===== src/rtl/lane_mux_pkg.sv =====
// -----------------------------------------------------------------------------
// lane_mux_pkg
// Shared types and helpers for the N-to-1 lane serialiser.
//   state_t       : serialiser state (IDLE, SEND)
//   lane_hit_t    : result of a set-bit search (found flag + lane index)
//   clog2()       : index-width helper usable in parameter lists
//   next_set_bit(): lowest set mask bit at or above a starting lane
// -----------------------------------------------------------------------------
package lane_mux_pkg;

   typedef enum logic {
      IDLE = 1'b0,
      SEND = 1'b1
   } state_t;

   // Searches run over a fixed-width mask; callers zero-extend narrower masks.
   localparam int MAX_LANES = 64;
   localparam int MAX_IDXW  = 6;

   typedef struct packed {
      logic                found;
      logic [MAX_IDXW-1:0] idx;
   } lane_hit_t;

   function automatic int clog2(input int value);
      int result;
      result = 0;
      for (int i = 0; i < 31; i++) begin
         if ((1 << i) < value) begin
            result = i + 1;
         end
      end
      return result;
   endfunction

   // Lowest set bit with index >= from. Scanning downwards lets the last
   // match written be the lowest one.
   function automatic lane_hit_t next_set_bit(input logic [MAX_LANES-1:0] mask,
                                              input int                   from);
      lane_hit_t hit;
      hit.found = 1'b0;
      hit.idx   = '0;
      for (int i = MAX_LANES - 1; i >= 0; i--) begin
         if ((i >= from) && mask[i]) begin
            hit.found = 1'b1;
            hit.idx   = MAX_IDXW'(i);
         end
      end
      return hit;
   endfunction

endpackage


===== src/rtl/lane_next_finder.sv =====
// -----------------------------------------------------------------------------
// lane_next_finder
// Combinational lane-slot stepper shared by both compaction modes.
//   mask      in  : lanes eligible for output (all ones = visit every slot)
//   idx       in  : current lane index
//   next_idx  out : next eligible lane above idx (valid when is_last = 0)
//   first_idx out : lowest eligible lane in mask
//   is_last   out : no eligible lane above idx
//   any_set   out : mask has at least one eligible lane
// -----------------------------------------------------------------------------
module lane_next_finder
   import lane_mux_pkg::*;
#(
   parameter  int LANES = 4,
   localparam int IDXW  = clog2(LANES)
) (
   input  logic [LANES-1:0] mask,
   input  logic [IDXW-1:0]  idx,
   output logic [IDXW-1:0]  next_idx,
   output logic [IDXW-1:0]  first_idx,
   output logic             is_last,
   output logic             any_set
);

   logic [MAX_LANES-1:0] mask_wide;
   lane_hit_t            next_hit;
   lane_hit_t            first_hit;

   always_comb begin
      mask_wide              = '0;
      mask_wide[LANES-1:0]   = mask;
      next_hit               = next_set_bit(mask_wide, int'(idx) + 1);
      first_hit              = next_set_bit(mask_wide, 0);
      next_idx               = IDXW'(next_hit.idx);
      first_idx              = IDXW'(first_hit.idx);
      is_last                = ~next_hit.found;
      any_set                = first_hit.found;
   end

endmodule


===== src/rtl/lane_mux_nto1_reg.sv =====
// -----------------------------------------------------------------------------
// lane_mux_nto1_reg
// Captures a LANES-wide group of WIDTH-bit words on load and serialises them,
// one lane per clk_nf cycle, on a registered output lane.
//   clk_nf    in  : fast clock, all logic on rising edge
//   reset     in  : asynchronous active-high reset
//   load      in  : capture valid_in/data_in (taken only while ready = 1)
//   valid_in  in  : per-lane valid bits
//   data_in   in  : packed lane words, lane 0 in the LSBs
//   ready     out : a load this cycle will be accepted
//   data_out  out : serialised word (zero when not valid)
//   valid_out out : data_out qualifies this cycle
//   lane_out  out : source lane of data_out (holds while idle)
//   overflow  out : sticky, set by a load while ready = 0
// COMPACT = 0 emits every lane slot; COMPACT = 1 skips lanes whose valid is 0.
// -----------------------------------------------------------------------------
module lane_mux_nto1_reg
   import lane_mux_pkg::*;
#(
   parameter  int LANES   = 4,
   parameter  int WIDTH   = 8,
   parameter  int COMPACT = 0,
   localparam int IDXW    = clog2(LANES)
) (
   input  logic                   clk_nf,
   input  logic                   reset,
   input  logic                   load,
   input  logic [LANES-1:0]       valid_in,
   input  logic [LANES*WIDTH-1:0] data_in,
   output logic                   ready,
   output logic [WIDTH-1:0]       data_out,
   output logic                   valid_out,
   output logic [IDXW-1:0]        lane_out,
   output logic                   overflow
);

   state_t           state_reg, state_next;
   logic [IDXW-1:0]  idx_reg, idx_next;
   logic [LANES-1:0] mask_reg, mask_next;
   logic [WIDTH-1:0] word_reg  [LANES];
   logic [WIDTH-1:0] word_next [LANES];

   logic [WIDTH-1:0] data_out_reg, data_out_next;
   logic             valid_out_reg, valid_out_next;
   logic [IDXW-1:0]  lane_out_reg, lane_out_next;
   logic             overflow_reg;

   logic             accept;

   // Stepping through the held group. Without compaction every slot is
   // visited, so the finder sees an all-ones mask.
   logic [LANES-1:0] step_mask;
   logic [IDXW-1:0]  step_next, step_first;
   logic             step_last, step_any;

   // First lane of the group being offered on the inputs right now.
   logic [IDXW-1:0]  cap_next, cap_first;
   logic             cap_last, cap_any;

   assign step_mask = (COMPACT != 0) ? mask_reg : {LANES{1'b1}};

   lane_next_finder #(.LANES(LANES)) u_step_finder (
      .mask      (step_mask),
      .idx       (idx_reg),
      .next_idx  (step_next),
      .first_idx (step_first),
      .is_last   (step_last),
      .any_set   (step_any)
   );

   lane_next_finder #(.LANES(LANES)) u_cap_finder (
      .mask      (valid_in),
      .idx       ({IDXW{1'b0}}),
      .next_idx  (cap_next),
      .first_idx (cap_first),
      .is_last   (cap_last),
      .any_set   (cap_any)
   );

   // Each finder instance only needs part of its result.
   logic unused_finder;
   assign unused_finder = ^{step_first, step_any, cap_next, cap_last};

   // The output registers always show the slot (state_reg, idx_reg), so
   // ready reflects whether the slot on the output right now is the last.
   assign ready  = (state_reg == IDLE) | ((state_reg == SEND) & step_last);
   assign accept = load & ready;

   // Next state / slot
   always_comb begin
      state_next = state_reg;
      idx_next   = idx_reg;
      mask_next  = mask_reg;
      if (accept) begin
         mask_next = valid_in;
         if ((COMPACT != 0) && !cap_any) begin
            // Empty compacted group: nothing to emit.
            state_next = IDLE;
         end else begin
            state_next = SEND;
            idx_next   = (COMPACT != 0) ? cap_first : '0;
         end
      end else if (state_reg == SEND) begin
         if (step_last) begin
            state_next = IDLE;
         end else begin
            idx_next = step_next;
         end
      end
   end

   // Holding register: a new group bypasses straight to the output register,
   // which gives the one-cycle load-to-first-word latency and lets a load on
   // the last slot follow without a bubble.
   for (genvar gi = 0; gi < LANES; gi++) begin : g_word
      assign word_next[gi] = accept ? data_in[gi*WIDTH +: WIDTH] : word_reg[gi];

      always_ff @(posedge clk_nf or posedge reset) begin
         if (reset) begin
            word_reg[gi] <= '0;
         end else begin
            word_reg[gi] <= word_next[gi];
         end
      end
   end

   // Output slot contents for the slot about to be displayed. In compact
   // mode the selected mask bit is always set, so one rule serves both modes.
   always_comb begin
      valid_out_next = (state_next == SEND) & mask_next[idx_next];
      data_out_next  = valid_out_next ? word_next[idx_next] : '0;
      lane_out_next  = (state_next == SEND) ? idx_next : lane_out_reg;
   end

   always_ff @(posedge clk_nf or posedge reset) begin
      if (reset) begin
         state_reg     <= IDLE;
         idx_reg       <= '0;
         mask_reg      <= '0;
         data_out_reg  <= '0;
         valid_out_reg <= 1'b0;
         lane_out_reg  <= '0;
         overflow_reg  <= 1'b0;
      end else begin
         state_reg     <= state_next;
         idx_reg       <= idx_next;
         mask_reg      <= mask_next;
         data_out_reg  <= data_out_next;
         valid_out_reg <= valid_out_next;
         lane_out_reg  <= lane_out_next;
         if (load && !ready) begin
            overflow_reg <= 1'b1;
         end
      end
   end

   assign data_out  = data_out_reg;
   assign valid_out = valid_out_reg;
   assign lane_out  = lane_out_reg;
   assign overflow  = overflow_reg;

endmodule


===== config.mk =====
export PLATFORM = sky130hd
export DESIGN_NAME = lane_mux_nto1_reg
export DESIGN_NICKNAME = d
export VERILOG_FILES = /design/src/rtl/lane_mux_pkg.sv /design/src/rtl/lane_next_finder.sv /design/src/rtl/lane_mux_nto1_reg.sv
export SDC_FILE = /design/constraint.sdc
export NUM_CORES = 1
export LEC_CHECK = 0
export ABC_AREA = 1
export BUFFER_PORTS_ARGS = -buffer_cell sky130_fd_sc_hd__buf_2
export CAP_MARGIN = 20
export CORE_AREA = 2 2 99 101
export CTS_CLUSTER_SIZE = 30
export DETAILED_ROUTE_END_ITERATION = 8
export DIE_AREA = 0 0 101 103
export GPL_ROUTABILITY_DRIVEN = 0
export PLACE_DENSITY = 0.49
export SLEW_MARGIN = 20
export SYNTH_ARGS = -nofsm -noshare
export SYNTH_HDL_FRONTEND = slang
export SYNTH_SLANG_ARGS = --single-unit

===== constraint.sdc =====
create_clock -name clk_nf -period 1.25 [get_ports clk_nf]
set_input_delay 0 -clock clk_nf [delete_from_list [all_inputs] [get_ports clk_nf]]
set_output_delay 0 -clock clk_nf [all_outputs]
set_load 0.02 [all_outputs]

==> flow_metrics.tcl <==
set metrics [dict create \
    seq_power_share_pct 26.7 \
    synthArstFlopShare_pct 100.0 \
    cp-end-kind "register" \
    clk_latency_ns 0.31 \
    power_switching_mw 4.395 \
    numPortBuffers 51 \
    crit_required_ns 1.46 \
    post-route-util_pct 40.90 \
    skew_ns 0.003763 \
    numCtsBuffers 5 \
    detailed_place_hpwl_um 4874 \
    antenna_found_initial 0 \
    htreeDepth 2 \
    ys_warn_count 0 \
    grt_usage_pct 13.85 \
    finalHoldViolCount 0 \
    num_vias 2251 \
    largest_register_ff_count 32 \
    avgSynthCellArea_um2 8.880 \
    place_area_mm2 0.003186 \
    violations "setup timing" \
    initial_utilization_pct 26.01 \
    area_delta_synth_final_pct 57.27 \
    drv_slew 0 \
    leakage_nw 1.998 \
    p_per_area_mw_per_mm2 2589 \
    via_per_inst 4.329 \
    clock-sinks 51 \
    hp-class "in2reg" \
    grt_max_degree 52 \
    syn_inst 277 \
    rsz0062_at_grt "true" \
    whs_ns 0.01001 \
    cp-start-kind "register" \
    dr.pass1.iters 4 \
    synth_common_cells "86 x nand2_1, 76 x nand3_1, 51 x dfrtp_1" \
    min_period_ns 1.519 \
    die_w_um 101 \
    grt_pass1_vias 2217 \
    fin_ws_ns -0.2688 \
    outcome "complete, but fails checks" \
    routed_wl_um 6899 \
    overflow 0 \
    cp.arrival_ns 1.72 \
    synth_edf_count 0 \
    synth_cell_types 17 \
    drt_iter0_markers 79 \
    max-slew-margin-rel_pct 77.85 \
    synth_fp_nets 316 \
    pre_cts_slack_ns -0.2739 \
    cp_max_fo 6 \
    ys_seq_area_share_pct 51.88 \
    worst_pin_slew_ns 0.3322 \
    ys_seq_elements 51 \
    p_int_mw 5.623 \
    yosysTopAreaCell "dfrtp_1" \
    ant_nets 0 \
    wl_per_cell_um 13.27 \
    die_height_um 103 \
    clkPwrFrac_pct 9.5 \
    yosys-top-cells-area "dfrtp_1 52%, nand3_1 15%, nand2_1 13%" \
    setup_viol 10 \
    cts_buffer_depth 2 \
    antenna_cells 0 \
    fin_nets 444 \
    path_class "reg2reg" \
    synth_ff_type "dfrtp_1" \
    num_io_pins 52 \
    row_count 36 \
    layoutNonFillerInstCount 520 \
    dp.cells 478 \
    clock_tree.root_cell "clkbuf_8" \
    synthesis.area_mm2 0.002460 \
    maxCapViolCount 0 \
    final_area_mm2 0.003869 \
    layout-drive-gt1-share_pct 45.57 \
    path_clk_slew_ns 0.09 \
    drc 0 \
    finalCritPeriodShare_pct 121.5 \
    dieArea_mm2 0.01040 \
    comb_power_share_pct 63.8 \
    ir_drop_mv 1.012 \
    netSwitchingFraction_pct 43.87 \
    cts_tree "built" \
    grt_pass1_wl_um 11140 \
    core_area_mm2 0.009459 \
    fin_tns_setup_ns -2.373 \
    post-synth-top-count-cell "nand2_1" \
    finalPower_mw 10.02 \
    synth_top_cell_area_share_pct 51.88 \
    max_freq_mhz 658.4 \
]
==> final timing paths <==
| kind | start | endpoint | slack [ns] | cells after the start |
|---|---|---|---|---|
| min in group asynchronous | reset | valid_out | 0.27 | 4 |
| hold reg to reg | word_reg[3] | word_reg[3] | 0.47 | 2 |
| setup / recovery | idx_reg[0] | data_out[0] | -0.27 | 8 |
| hold / removal | data_in[21] | word_reg[13] | 0.01 | 3 |
| setup reg to reg | idx_reg[0] | data_out[0] | -0.27 | 8 |
| max in group asynchronous | reset | state_reg | 0.73 | 4 |
==> power by group through the flow <==
stage          registers [mW]  clock network, mW  logic (mW)
6_report                 2.68              0.951        6.39
5_1_grt                  2.75               1.06        7.08
4_1_cts                  2.61              0.980        5.78
3_5_place_dp             2.64                  0        5.32
3_3_place_gp             2.63                  0        5.25
2_1_floorplan            2.73                  0        3.15
==> area by class of cell <==
cell class / count / area (µm²)
Fill cell: 968 / 5590
Sequential cell: 51 / 1279
Multi-Input combinational cell: 198 / 1236
Timing Repair Buffer: 133 / 1065
Tap cell: 114 / 142.6
Clock buffer: 7 / 76.32
Inverter: 16 / 65.06
Clock inverter: 1 / 5.005
==> cells in the final DEF (no fill, tap or decap), types with 3 or more instances in the layout <==
cell type / instances
buf_6: 9
clkbuf_8: 5
nand2_1: 67
buf_12: 6
nand3_2: 33
inv_1: 9
buf_2: 50
nand2_4: 8
nor2_1: 8
nand2_2: 16
nand3_4: 3
inv_2: 6
buf_4: 37
dlygate4sd3_1: 30
nand3_1: 55
dfrtp_1: 49
==> cell families (layout without fill, tap and decap cells) <==
| family | after synthesis | in the layout | share of synthesized area [%] |
|---|---|---|---|
| multiplexers | 1 | 1 | 0.4577 |
| flip-flops | 51 | 51 | 51.88 |
| AND/OR/NAND/NOR | 192 | 194 | 38.50 |
| AO/OA/AOI/OAI | 3 | 3 | 1.323 |
| buffers and inverters | 30 | 157 | 7.833 |
==> critical path, cell delays in order (launching register included) <==
cell,delay (ns)
dfrtp_2,0.46
inv_2,0.10
nor2_4,0.05
a21oi_4,0.29
nand3_1,0.16
nand3_2,0.11
nand2_4,0.09
nand2_4,0.11
nor2_1,0.05
==> timing repair <==
| item | 4_1_cts | 5_1_grt |
|---|---|---|
| endpoints found under the setup margin | 18 | 39 |
| gates resized for setup | 21 | 45 |
| endpoints found under the hold margin | 80 | 0 |
| cloned | 1 | 1 |
| hold buffers | 30 | 0 |
| buffers inserted | 1 | 1 |
| pin swaps | 2 | 4 |
==> layer usage <==
| layer | track usage (%) | vias to the layer above | wire [µm] |
|---|---|---|---|
| met1 | 18.84 | 1055 | 3346 |
| met3 | 2.780 | 5 | 222 |
| li1 | - | 1158 | - |
| met5 | 0 | - | 0 |
| met2 | 23.08 | 33 | 3274 |
| met4 | 2.807 | 0 | 57 |
(Power assumes the default switching activity.)
